$ cat src/rtl/mic_peak_meter.sv
// mic_peak_meter: windowed peak detector and 0..15 volume quantiser for the
// 12-bit mic stream, with peak-hold/decay and a 16-bit LED thermometer bar.
//
// Ports:
//   clk          in   1   system clock, rising edge
//   reset        in   1   asynchronous active-high reset
//   sample_in    in   12  unsigned mic sample
//   sample_valid in   1   sample_in valid this cycle
//   peak         out  12  max sample of the last completed window
//   level        out  4   displayed (held/decayed) level
//   level_valid  out  1   one-cycle pulse when peak/level/led_bar update
//   led_bar      out  16  bits [level-1:0] set
module mic_peak_meter #(
    parameter int WIN_SAMPLES = 4000,
    parameter int BASELINE    = 2048,
    parameter int LVL_SHIFT   = 7,
    parameter int DECAY_EN    = 1
) (
    input  logic        clk,
    input  logic        reset,
    input  logic [11:0] sample_in,
    input  logic        sample_valid,
    output logic [11:0] peak,
    output logic [3:0]  level,
    output logic        level_valid,
    output logic [15:0] led_bar
);

    localparam int CW = (WIN_SAMPLES > 2) ? $clog2(WIN_SAMPLES) : 1;

    localparam logic [CW-1:0] CNT_LAST = CW'(WIN_SAMPLES - 1);
    localparam logic [CW-1:0] CNT_ONE  = CW'(1);
    localparam logic [12:0]   BASE13   = 13'(BASELINE);

    localparam logic [0:0] S_ACCUM   = 1'b0;
    localparam logic [0:0] S_PUBLISH = 1'b1;

    logic [0:0]    state_q, state_d;
    logic [11:0]   run_max_q, run_max_d;
    logic [CW-1:0] samp_cnt_q, samp_cnt_d;
    logic [11:0]   win_max_q, win_max_d;
    logic [11:0]   peak_q, peak_d;
    logic [3:0]    level_q, level_d;
    logic          level_valid_q, level_valid_d;
    logic [15:0]   led_bar_q, led_bar_d;

    logic [11:0]   samp_max;
    logic [12:0]   diff;
    logic [12:0]   shifted;
    logic [3:0]    new_lvl;
    logic [3:0]    level_nxt;
    logic [16:0]   bar_wide;

    assign samp_max = (sample_in > run_max_q) ? sample_in : run_max_q;

    // Quantise the finished window; the 13-bit subtraction is only used
    // when win_max is above the baseline, so it never wraps.
    always_comb begin
        diff    = {1'b0, win_max_q} - BASE13;
        shifted = diff >> LVL_SHIFT;
        new_lvl = 4'd0;
        if ({1'b0, win_max_q} > BASE13) begin
            if (shifted > 13'd15) begin
                new_lvl = 4'd15;
            end else begin
                new_lvl = shifted[3:0];
            end
        end
    end

    // Decay never underflows: at level 0 any new_lvl is >= level.
    always_comb begin
        level_nxt = new_lvl;
        if (DECAY_EN != 0) begin
            if (new_lvl < level_q) begin
                level_nxt = level_q - 4'd1;
            end
        end
    end

    assign bar_wide = (17'd1 << level_nxt) - 17'd1;

    always_comb begin
        state_d       = state_q;
        run_max_d     = run_max_q;
        samp_cnt_d    = samp_cnt_q;
        win_max_d     = win_max_q;
        peak_d        = peak_q;
        level_d       = level_q;
        led_bar_d     = led_bar_q;
        level_valid_d = 1'b0;
        case (state_q)
            S_ACCUM: begin
                if (sample_valid) begin
                    if (samp_cnt_q == CNT_LAST) begin
                        win_max_d  = samp_max;
                        run_max_d  = 12'd0;
                        samp_cnt_d = '0;
                        state_d    = S_PUBLISH;
                    end else begin
                        run_max_d  = samp_max;
                        samp_cnt_d = samp_cnt_q + CNT_ONE;
                    end
                end
            end
            S_PUBLISH: begin
                peak_d        = win_max_q;
                level_d       = level_nxt;
                led_bar_d     = bar_wide[15:0];
                level_valid_d = 1'b1;
                state_d       = S_ACCUM;
                // First sample of the next window may land here.
                if (sample_valid) begin
                    run_max_d  = sample_in;
                    samp_cnt_d = CNT_ONE;
                end
            end
            default: begin
                state_d = S_ACCUM;
            end
        endcase
    end

    always_ff @(posedge clk or posedge reset) begin
        if (reset) begin
            state_q       <= S_ACCUM;
            run_max_q     <= 12'd0;
            samp_cnt_q    <= '0;
            win_max_q     <= 12'd0;
            peak_q        <= 12'd0;
            level_q       <= 4'd0;
            level_valid_q <= 1'b0;
            led_bar_q     <= 16'd0;
        end else begin
            state_q       <= state_d;
            run_max_q     <= run_max_d;
            samp_cnt_q    <= samp_cnt_d;
            win_max_q     <= win_max_d;
            peak_q        <= peak_d;
            level_q       <= level_d;
            level_valid_q <= level_valid_d;
            led_bar_q     <= led_bar_d;
        end
    end

    assign peak        = peak_q;
    assign level       = level_q;
    assign level_valid = level_valid_q;
    assign led_bar     = led_bar_q;

endmodule

$ cat config.mk
export PLATFORM = sky130hd
export DESIGN_NAME = mic_peak_meter
export DESIGN_NICKNAME = d
export VERILOG_FILES = /design/src/rtl/mic_peak_meter.sv
export SDC_FILE = /design/constraint.sdc
export NUM_CORES = 1
export LEC_CHECK = 0
export BUFFER_PORTS_ARGS = -buffer_cell sky130_fd_sc_hd__buf_4
export CORE_ASPECT_RATIO = 1.25
export CORE_MARGIN = 3
export CORE_UTILIZATION = 45
export DETAILED_ROUTE_END_ITERATION = 8
export PLACE_DENSITY_LB_ADDON = 0.25
export SYNTH_ARGS = -nofsm -noshare
export SYNTH_HDL_FRONTEND = slang
export SYNTH_SLANG_ARGS = --single-unit
$ cat constraint.sdc
create_clock -name clk -period 3.6 [get_ports clk]
set_input_delay 0.18 -clock clk [delete_from_list [all_inputs] [get_ports clk]]
set_output_delay 0.18 -clock clk [all_outputs]
set_load 0.05 [all_outputs]
==> results list, run 1 <==
- The post-route netlist has between 20 and 25% of its cells at a drive strength greater than 1.
- The synthesized netlist contains 43 unique library cells.
- After global routing the overflow that remains totals 0.
* Top cell types by occurrence after synthesis: 70 x sky130_fd_sc_hd__dfrtp_1, 31 x sky130_fd_sc_hd__nor2_1, 30 x sky130_fd_sc_hd__inv_1
- Die boundary width: 86.2 um
- Peak fanout along the critical path: 12
* Total Neg Setup Slack: 0 ns
* Number of ports placed on the die boundary: 48
* Overall power after layout: around 2.0 mW
- Top FF cell, synth: sky130_fd_sc_hd__dfrtp_1
- Unrepaired setup endpoints after global routing: false
* RePlAce Congestion: 0.839
* Number of CTS-inserted buffers: 9
- Antenna Nets Post-Route: 0
- Yosys instantiated no cell more often than sky130_fd_sc_hd__dfrtp_1.
* Highest attainable clock frequency: between 0.2 and 0.3 GHz
- The run finished with clean final reports.
- Input and output buffers added on the ports amount to 47.
* Largest net degree at the start of global routing: 57
- Post-CTS repair timing setup buffer count: 0
- Clock Latency Late Sink: 0.35 ns
- After the last flow step, the layout net total stands at between 400 and 500.
- Xor and xnor area share after synthesis: under 10%
* Initial DRC Count: 99
* WS Path Type: reg2reg
- Antenna violations before repair: 0
* Measured slew at the worst slew-check pin: 1.01 ns
- TritonCTS built the clock tree.
* Total number of placement rows: 35
- Placed wire-length estimate: between 5000 and 6000 um
- Mean routed wirelength per cell: roughly 15 um
* Synth Area in Compound Gates: 18.1%
* Via count of the first global-routing pass: around 2800
- The tightest hold path in the finished design has a slack of 0.0797 ns.
- Placeable core area: about 0.0076 sq mm
* Period utilisation layout: between 90 and 100%
- Cell area reported after detailed placement: a little over 0.004 sq mm
- Fraction of the mapped netlist area in adder cells: around 6.2%
* Number of DRC violations after detailed routing: 0
- Of the post-synthesis cell area, the part taken by muxes is between 6 and 7%.
- CTS Root Buffer Type: sky130_fd_sc_hd__clkbuf_8
- Flop and latch count out of synthesis: 70
- The initial utilization of the core area, before any placement, comes to roughly 48%.
- Number of enable-type register cells in the synthesized netlist: 0
- Data on the critical path arrives at its endpoint at roughly 3.6 ns.
- The share of the Yosys chip area taken by registers is between 40 and 50%.
- For the worst setup path, the data required time is 3.88 ns.
* First-pass GRT wire length: between 10000 and 15000 um
* Synth top area share: 48.4%
* Power per standard cell area: 472 mW/mm^2
- Async S/R FF share, synth: 100%
- Summed over all layers, the routed wires come to ~7700 um.
* Combinational family with the most area after synthesis: compound AO/OA/AOI/OAI gates
- In the routed layout, each cell is associated on average with a via count of between 5 and 6.
- Detailed Routing Iterations Pass 1: 4
- Post-CTS clock slew at the launch and capture registers of the worst setup and hold paths: 0.08 ns
- Overall via count from detail_route: 2752
* Hold/Removal Path Class: in2reg
* Critical Path Start Type: flip-flop
- Ranking of synthesized cells by area: sky130_fd_sc_hd__dfrtp_1 48%, sky130_fd_sc_hd__ha_1 6.2%, sky130_fd_sc_hd__mux2_2 5.0%, sky130_fd_sc_hd__o21a_1 3.3%, sky130_fd_sc_hd__nor2_1 3.2%
* Post-synthesis simple-gate area fraction: about an eighth
* Maximum count of clock buffers along a single path: 2
* Syn Inst Count: roughly 350
* Number of hold violations in the final report: 0
* Resized cells post-CTS: 0
* Synthesized area: between 0.003 and 0.004 sq mm
* CTS HTree Levels: 3
* Overall die height: around 110 um
- Post-route cell area: 0.00423 sq mm
- Worst slew slack as a fraction of its limit: around 33%
- The clock net in this run drives a total of 70 sinks.
- Filler instances: approximately 680
- Antenna Diode Count: 0
* Worst clock skew: ~0.013 ns
- The number of nets handed over by synthesis was ~390.
* Global-route usage over all layers: a little under a fifth
- Final-report setup violation count: 0
- For this run, the number of Yosys warnings is 0.
- Count of pins over their slew limit: 0
* Minimum period implied by the final worst setup slack: between 3 and 4 ns
- For this design the static power due to leakage is roughly 2.1 nW.
* Worst setup EP type: flip-flop
- Layout overhead on the synthesized area: 17.1%
- A synthesized cell averages slightly above 10 sq um.
- Library cell occupying the most area in the post-synthesis netlist: sky130_fd_sc_hd__dfrtp_1
- After clock tree synthesis, the flow added hold-fix buffers numbering 1.
- Max-cap viol count: 0
* Worst VDD drop: between 0.2 and 0.3 mV
* Die Outline Area: between 0.009 and 0.01 sq mm
## final timing paths
path	start	endpoint	slack, ns	cells after the start
min reg2reg	win_max_q[0]$_DFFE_PP0P_	peak[0]$_DFFE_PP0P_	0.51	1
max reg2reg	win_max_q[11]$_DFFE_PP0P_	led_bar[12]$_DFFE_PP0P_	0.27	13
max	win_max_q[11]$_DFFE_PP0P_	led_bar[12]$_DFFE_PP0P_	0.27	13
max in group asynchronous	reset	state_q$_DFF_PP0_	2.40	4
min in group asynchronous	reset	led_bar[11]$_DFFE_PP0P_	0.40	3
min	sample_in[0]	run_max_q[0]$_DFFE_PP0P_	0.08	2
## sequential cells by signal, summed over array words and instances (netlist names)
name,cells
peak,12
level_valid,1
led_bar,16
level,4
run_max_q,12
samp_cnt_q,12
state_q,1
win_max_q,12
## power by group
group / internal, mW / total (mW) / switching, mW / leakage [nW]
combinational: 0.216 / 0.423 / 0.208 / 1.03
clock: 0.269 / 0.575 / 0.306 / 0.0893
sequential: 0.894 / 0.999 / 0.105 / 0.936
## layout make-up
cell class	instances	area (sq um)	area share [%]
Clock inverter	5	35.0	0.828
Multi-Input combinational cell	237	1670	39.4
Clock buffer	11	141	3.34
Sequential cell	70	1750	41.4
Inverter	30	113	2.66
Tap cell	92	115	2.72
Timing Repair Buffer	54	408	9.64
## metrics by stage
step                setup slack, ns  util [%]  cells
floorplan                     0.393         -    354
global placement              0.518      53.4    482
detailed placement            0.315      53.4    482
CTS                           0.298      55.9    499
global route                 0.0540      55.9    499
finish                        0.267      55.9    499
## cells by family (layout without fill, tap and decap cells)
group                    after synthesis  after routing
XOR/XNOR                              10             10
AND/OR/NAND/NOR                       92             92
flip-flops                            70             70
multiplexers                          23             23
buffers and inverters                 47            100
adder cells (fa/ha/maj)               18             18
AO/OA/AOI/OAI                         94             94
## cell usage in the layout (no fill, tap or decap), types with 4 or more instances in the layout
cell / netlist / final
sky130_fd_sc_hd__xor2_1: 4 / 4
sky130_fd_sc_hd__a22o_1: 13 / 13
sky130_fd_sc_hd__inv_1: 30 / 29
sky130_fd_sc_hd__a21oi_1: 14 / 14
sky130_fd_sc_hd__mux2_2: 16 / 16
sky130_fd_sc_hd__nor2_1: 31 / 31
sky130_fd_sc_hd__a31oi_1: 8 / 8
sky130_fd_sc_hd__buf_4: 0 / 53
sky130_fd_sc_hd__and3_1: 4 / 4
sky130_fd_sc_hd__o21ai_0: 15 / 15
sky130_fd_sc_hd__xnor2_1: 6 / 6
sky130_fd_sc_hd__o22ai_1: 5 / 5
sky130_fd_sc_hd__nand4_1: 7 / 7
sky130_fd_sc_hd__dfrtp_1: 70 / 69
sky130_fd_sc_hd__nand2_1: 18 / 18
sky130_fd_sc_hd__nand3_1: 9 / 9
sky130_fd_sc_hd__clkbuf_8: 0 / 10
sky130_fd_sc_hd__mux2i_1: 7 / 7
sky130_fd_sc_hd__o21a_1: 16 / 16
sky130_fd_sc_hd__ha_1: 18 / 18
sky130_fd_sc_hd__o22a_1: 12 / 12
sky130_fd_sc_hd__a21o_1: 4 / 4
sky130_fd_sc_hd__and2_1: 5 / 5
## critical path: stages (launching register included)
cell and delay (ns):
sky130_fd_sc_hd__dfrtp_1 0.44, sky130_fd_sc_hd__nand2_1 0.14, sky130_fd_sc_hd__inv_1 0.06, sky130_fd_sc_hd__ha_1 0.28, sky130_fd_sc_hd__o211ai_1 0.24, sky130_fd_sc_hd__a31oi_1 0.09
sky130_fd_sc_hd__nor2b_1 0.24, sky130_fd_sc_hd__mux2_2 0.28, sky130_fd_sc_hd__and2_1 0.21, sky130_fd_sc_hd__nand2_1 0.07, sky130_fd_sc_hd__ha_1 0.33, sky130_fd_sc_hd__nand2b_1 0.22
sky130_fd_sc_hd__or4b_1 0.50, sky130_fd_sc_hd__a31oi_1 0.16
## routing by layer
metal | vias up | track usage (%) | wire length [um] | share of wire [%]
met5 | - | 0 | 0 | 0
met1 | 1347 | 21.9 | 3420 | 44
li1 | 1338 | - | - | -
met4 | 0 | 7.13 | 92 | 1.2
met2 | 58 | 31.1 | 3860 | 50
met3 | 9 | 3.88 | 338 | 4.4
No activity file was read; power rests on OpenSTA's default activity.
==> run 2: changes to the inputs <==
--- a/config.mk
+++ b/config.mk
@@ -5,6 +5,7 @@
 export SDC_FILE = /design/constraint.sdc
 export NUM_CORES = 1
 export LEC_CHECK = 0
+export ABC_AREA = 1
 export BUFFER_PORTS_ARGS = -buffer_cell sky130_fd_sc_hd__buf_4
 export CORE_ASPECT_RATIO = 1.25
 export CORE_MARGIN = 3
==> results list, run 2 <==
- Run status: finished, final reports clean
* Period utilisation layout: 86.7% (-5.9 points)
- # nets final: 553 (+27%)
* Flop pwr share: 44.0% (-6.0 points)
- CTS Root Buffer Type: sky130_fd_sc_hd__clkbuf_8
* Mean routed wirelength per cell: 13.5 um (-13%)
* Placeable core area: 0.00797 sq mm (+5.2%)
- The die width is 88.0 um (+2.1%).
* Number of instances in the placed design: 604 (+25%)
- Synthesized area per cell: 7.92 sq um (-22%)
- Worst VDD drop: 0.229 mV (-22%)
* Commonest cells after routing, fill and taps aside: 134 x sky130_fd_sc_hd__nand2_1, 70 x sky130_fd_sc_hd__dfrtp_1, 51 x sky130_fd_sc_hd__buf_4
* Final wirelength: 8380 um (+8.7%)
* Maximum count of clock buffers along a single path: 2 (unchanged)
- Via count of the first global-routing pass: 3253 (+15%)
* Internal power: 1.43 mW (+3.6%)
- The non-filler instance count after layout came to 620 (+24%).
- First-pass GRT wire length: 14500 um (+9.9%)
- Clock network fraction of total power: 29.9% (+1.1 points)
* WS Path Type: reg2reg
- Share of the core filled with cells in the final layout: 55.2% (-0.66 points)
- The part of the power in combinational logic is 26.1% (+4.9 points).
- Synth top area share: 46.4% (-2.1 points)
* Power per standard cell area: 487 mW/mm^2 (+3.2%)
- The number of instances resized during post-cts repair came to 0 (unchanged).
* Worst setup EP type: flip-flop
- Measured slew at the worst slew-check pin: 0.943 ns (-0.0674 ns)
- The full die area is 0.00954 sq mm (+4.2%).
- Maximum single-stage delay on the critical path: 0.38 ns (-0.12 ns)
- The via count came to 3309 (+20%).
- Worst path slowest cell: sky130_fd_sc_hd__dfrtp_1
- The post-CTS repair timing setup buffer count is 0 (unchanged).
- Unrepaired setup endpoints after global routing: false
* CTS HTree Levels: 3 (unchanged)
- The number of flip-flops under the largest register name was 16 (unchanged).
* Global-route usage over all layers: 19.4% (+1.3 points)
* Synthesized area: 0.00378 sq mm (+4.5%)
- After synthesis, the most frequently instantiated cells are 134 x sky130_fd_sc_hd__nand2_1, 70 x sky130_fd_sc_hd__dfrtp_1, 46 x sky130_fd_sc_hd__inv_1.
* Leak: 2.28 nW (+11%)
* Number of ports placed on the die boundary: 48 (unchanged)
* Worst slew slack as a fraction of its limit: 37.1% (+4.4 points)
- The register area share after synthesis came to 46.4% (-2.1 points).
- Detailed Routing Iterations Pass 1: 5 (+1)
- The upper clock frequency limit is 0.320 GHz (+6.8%).
- The largest net degree at the start of global routing is 46 (-19%).
* RePlAce Congestion: 0.986 (+18%)
- The port buffer count is 47 (unchanged).
- Most common library cell in the layout ignoring fill and taps: sky130_fd_sc_hd__nand2_1
- The top fanout value on the critical path is 12 (unchanged).
* Number of hold violations in the final report: 0 (unchanged)
* Placed wire-length estimate: 5870 um (+8.9%)
- The final count of negative-setup-slack endpoints is 0 (unchanged).
- Worst clock skew: 0.00783 ns (-0.00472 ns)
- Initial DRC Count: 158 (+60%)
* Global route total overflow: 0 (unchanged)
- Critical Path Start Type: flip-flop
* Antenna Nets Post-Route: 0 (unchanged)
- The cell family contributing the most delay on the critical path is simple AND/OR/NAND/NOR gates.
- The synthesized instance count came to 477 (+35%).
* Layout overhead on the synthesized area: 16.5%
- Worst-path cell chain: or2_0, nor2_1, nand2_1, nand3_1, inv_1, ha_1, a21oi_2, nand3_1, nand2_1, nand2_2, inv_2, nand2_1, nor2_1, inv_1, ha_1, nand3_1, nand2_1, nand3_1, nand2_1
- Power dissipated by switching net loads: 0.715 mW (+15%)
- Switching share of total power: 33.4% (+2.4 points)
* DR vias/cell: 5.34 (-3.2%)
* Ranking of synthesized cells by area: sky130_fd_sc_hd__dfrtp_1 46%, sky130_fd_sc_hd__nand2_1 13%, sky130_fd_sc_hd__ha_1 6.0%, sky130_fd_sc_hd__nand3_1 5.4%, sky130_fd_sc_hd__o21ai_0 4.9%
* Fraction of layout instances using a drive strength above 1: 16.2% (-5.9 points)
- The design area came to 0.00440 sq mm (+4.0%).
* Leading cell type by number of instances after synthesis: sky130_fd_sc_hd__nand2_1
- Total Neg Setup Slack: 0 ns (unchanged)
- Post-CTS clock slew at the launch and capture registers of the worst setup and hold paths: 0.07 ns (about the same)
* Clock Latency Late Sink: 0.35 ns (about the same)
- Counting stages on the worst path, the most repeated cell is sky130_fd_sc_hd__nand2_1.
- Antenna violations before repair: 0 (unchanged)
* Overall power after layout: 2.14 mW (+7.3%)
* Synthesis warning total: 0 (unchanged)
* Post-synth net total: 510 (+32%)
- The share of flip-flops with an asynchronous set or reset was 100% (unchanged).
* Worst path arrival time: 3.36 ns (-0.25 ns)
- The starting density of the core came to 47.4% (-0.33 points).
- Antenna Diode Count: 0 (unchanged)
- The worst path buffer plus inverter count was 3 (+2).
- Total number of placement rows: 36 (+2.9%)
* Top FF cell, synth: sky130_fd_sc_hd__dfrtp_1
* Minimum period implied by the final worst setup slack: 3.12 ns (-0.211 ns)
* Number of DRC violations after detailed routing: 0 (unchanged)
- The synthesis-stage register bit count is 70 (unchanged).
- The max-cap violation count is 0 (unchanged).
- sky130_fd_sc_hd__dfrtp_1 takes more of the synthesized area than any other cell.
* Cts-stage hold buffer count: 0 (-1)
- The total number of clock tree sinks was 70 (unchanged).
* Critical Path RT: 3.84 ns (-0.04 ns)
* Overall die height: 108 um (+2.1%)
- Number of CTS-inserted buffers: 9 (unchanged)
* Hold/Removal Path Class: in2async
- The total count of max-transition violations in the final report came to 0 (unchanged).
* Cell area reported after detailed placement: 0.00420 sq mm (+3.8%)
* Clock tree from TritonCTS: built
- Number of enable-type register cells in the synthesized netlist: 0 (unchanged)
- Distinct cell type count of the synthesized netlist: 34 (-21%)
-- run 2: cell types whose count changed in the layout (fill, tap and decap cells not counted), moves of 6 or more --
cell	before	now
sky130_fd_sc_hd__a31oi_1	8	1
sky130_fd_sc_hd__o221ai_1	0	10
sky130_fd_sc_hd__nand3_1	9	41
sky130_fd_sc_hd__inv_1	29	45
sky130_fd_sc_hd__a22o_1	13	0
sky130_fd_sc_hd__o21ai_0	15	37
sky130_fd_sc_hd__mux2_2	16	0
sky130_fd_sc_hd__nand2_1	18	134
sky130_fd_sc_hd__o21a_1	16	0
sky130_fd_sc_hd__nand2_2	0	8
sky130_fd_sc_hd__mux2i_1	7	0
sky130_fd_sc_hd__o21ai_1	0	6
sky130_fd_sc_hd__o22a_1	12	0
-- run 2: final timing paths --
path | start | end | slack [ns] | cells after the start
hold reg to reg | peak[1]$_DFFE_PP0P_ | peak[1]$_DFFE_PP0P_ | 0.47 | 2
min in group clk | sample_in[11] | run_max_q[11]$_DFFE_PP0P_ | 0.09 | 3
setup reg to reg | win_max_q[2]$_DFFE_PP0P_ | led_bar[10]$_DFFE_PP0P_ | 0.48 | 19
max in group asynchronous | reset | peak[3]$_DFFE_PP0P_ | 2.65 | 3
setup / recovery | win_max_q[2]$_DFFE_PP0P_ | led_bar[10]$_DFFE_PP0P_ | 0.48 | 19
hold / removal | reset | led_bar[7]$_DFFE_PP0P_ | 0.05 | 2
-- run 2: metrics by stage --
step	worst slack [ns]	hold slack (ns)
2_1_floorplan	0.627	0.335
3_3_place_gp	0.540	0.437
3_5_place_dp	0.361	0.448
4_1_cts	0.343	0.0628
5_1_grt	0.138	0.0895
6_report	0.478	0.0483
-- run 2: layout make-up --
cell class,instances,area [sq um]
well taps,95,119
fillers,757,3570
flip-flops and latches,70,1750
clock buffers,10,138
multi-input cells,340,1770
repair buffers,51,383
clock inverters,6,61.3
inverters,48,180
-- run 2: kinds of logic after synthesis --
group / share of synthesized area (%)
AOI/OAI and AO/OA: 12.1
DFF: 46.4
xor gates and xnor gates: 0.927
and+or+nand+nor: 27.7
adders and majority gates: 5.96
buffers and inverters: 6.92
-- run 2: layer usage --
layer  GRT usage [%]  wire length, um  part of all wire (%)
met1            24.2             3820                    46
met2            31.8             4040                    48
met3            5.11              370                   4.4
met4            7.57              146                   1.7
met5               0                0                     0
-- run 2: power by group through the flow --
| stage | sequential (mW) | combinational [mW] | clock, mW |
|---|---|---|---|
| 2_1_floorplan | 0.946 | 0.416 | 0 |
| 3_3_place_gp | 0.952 | 0.539 | 0 |
| 3_5_place_dp | 0.956 | 0.559 | 0 |
| 4_1_cts | 0.941 | 0.561 | 0.663 |
| 5_1_grt | 0.953 | 0.656 | 0.692 |
| 6_report | 0.943 | 0.559 | 0.642 |
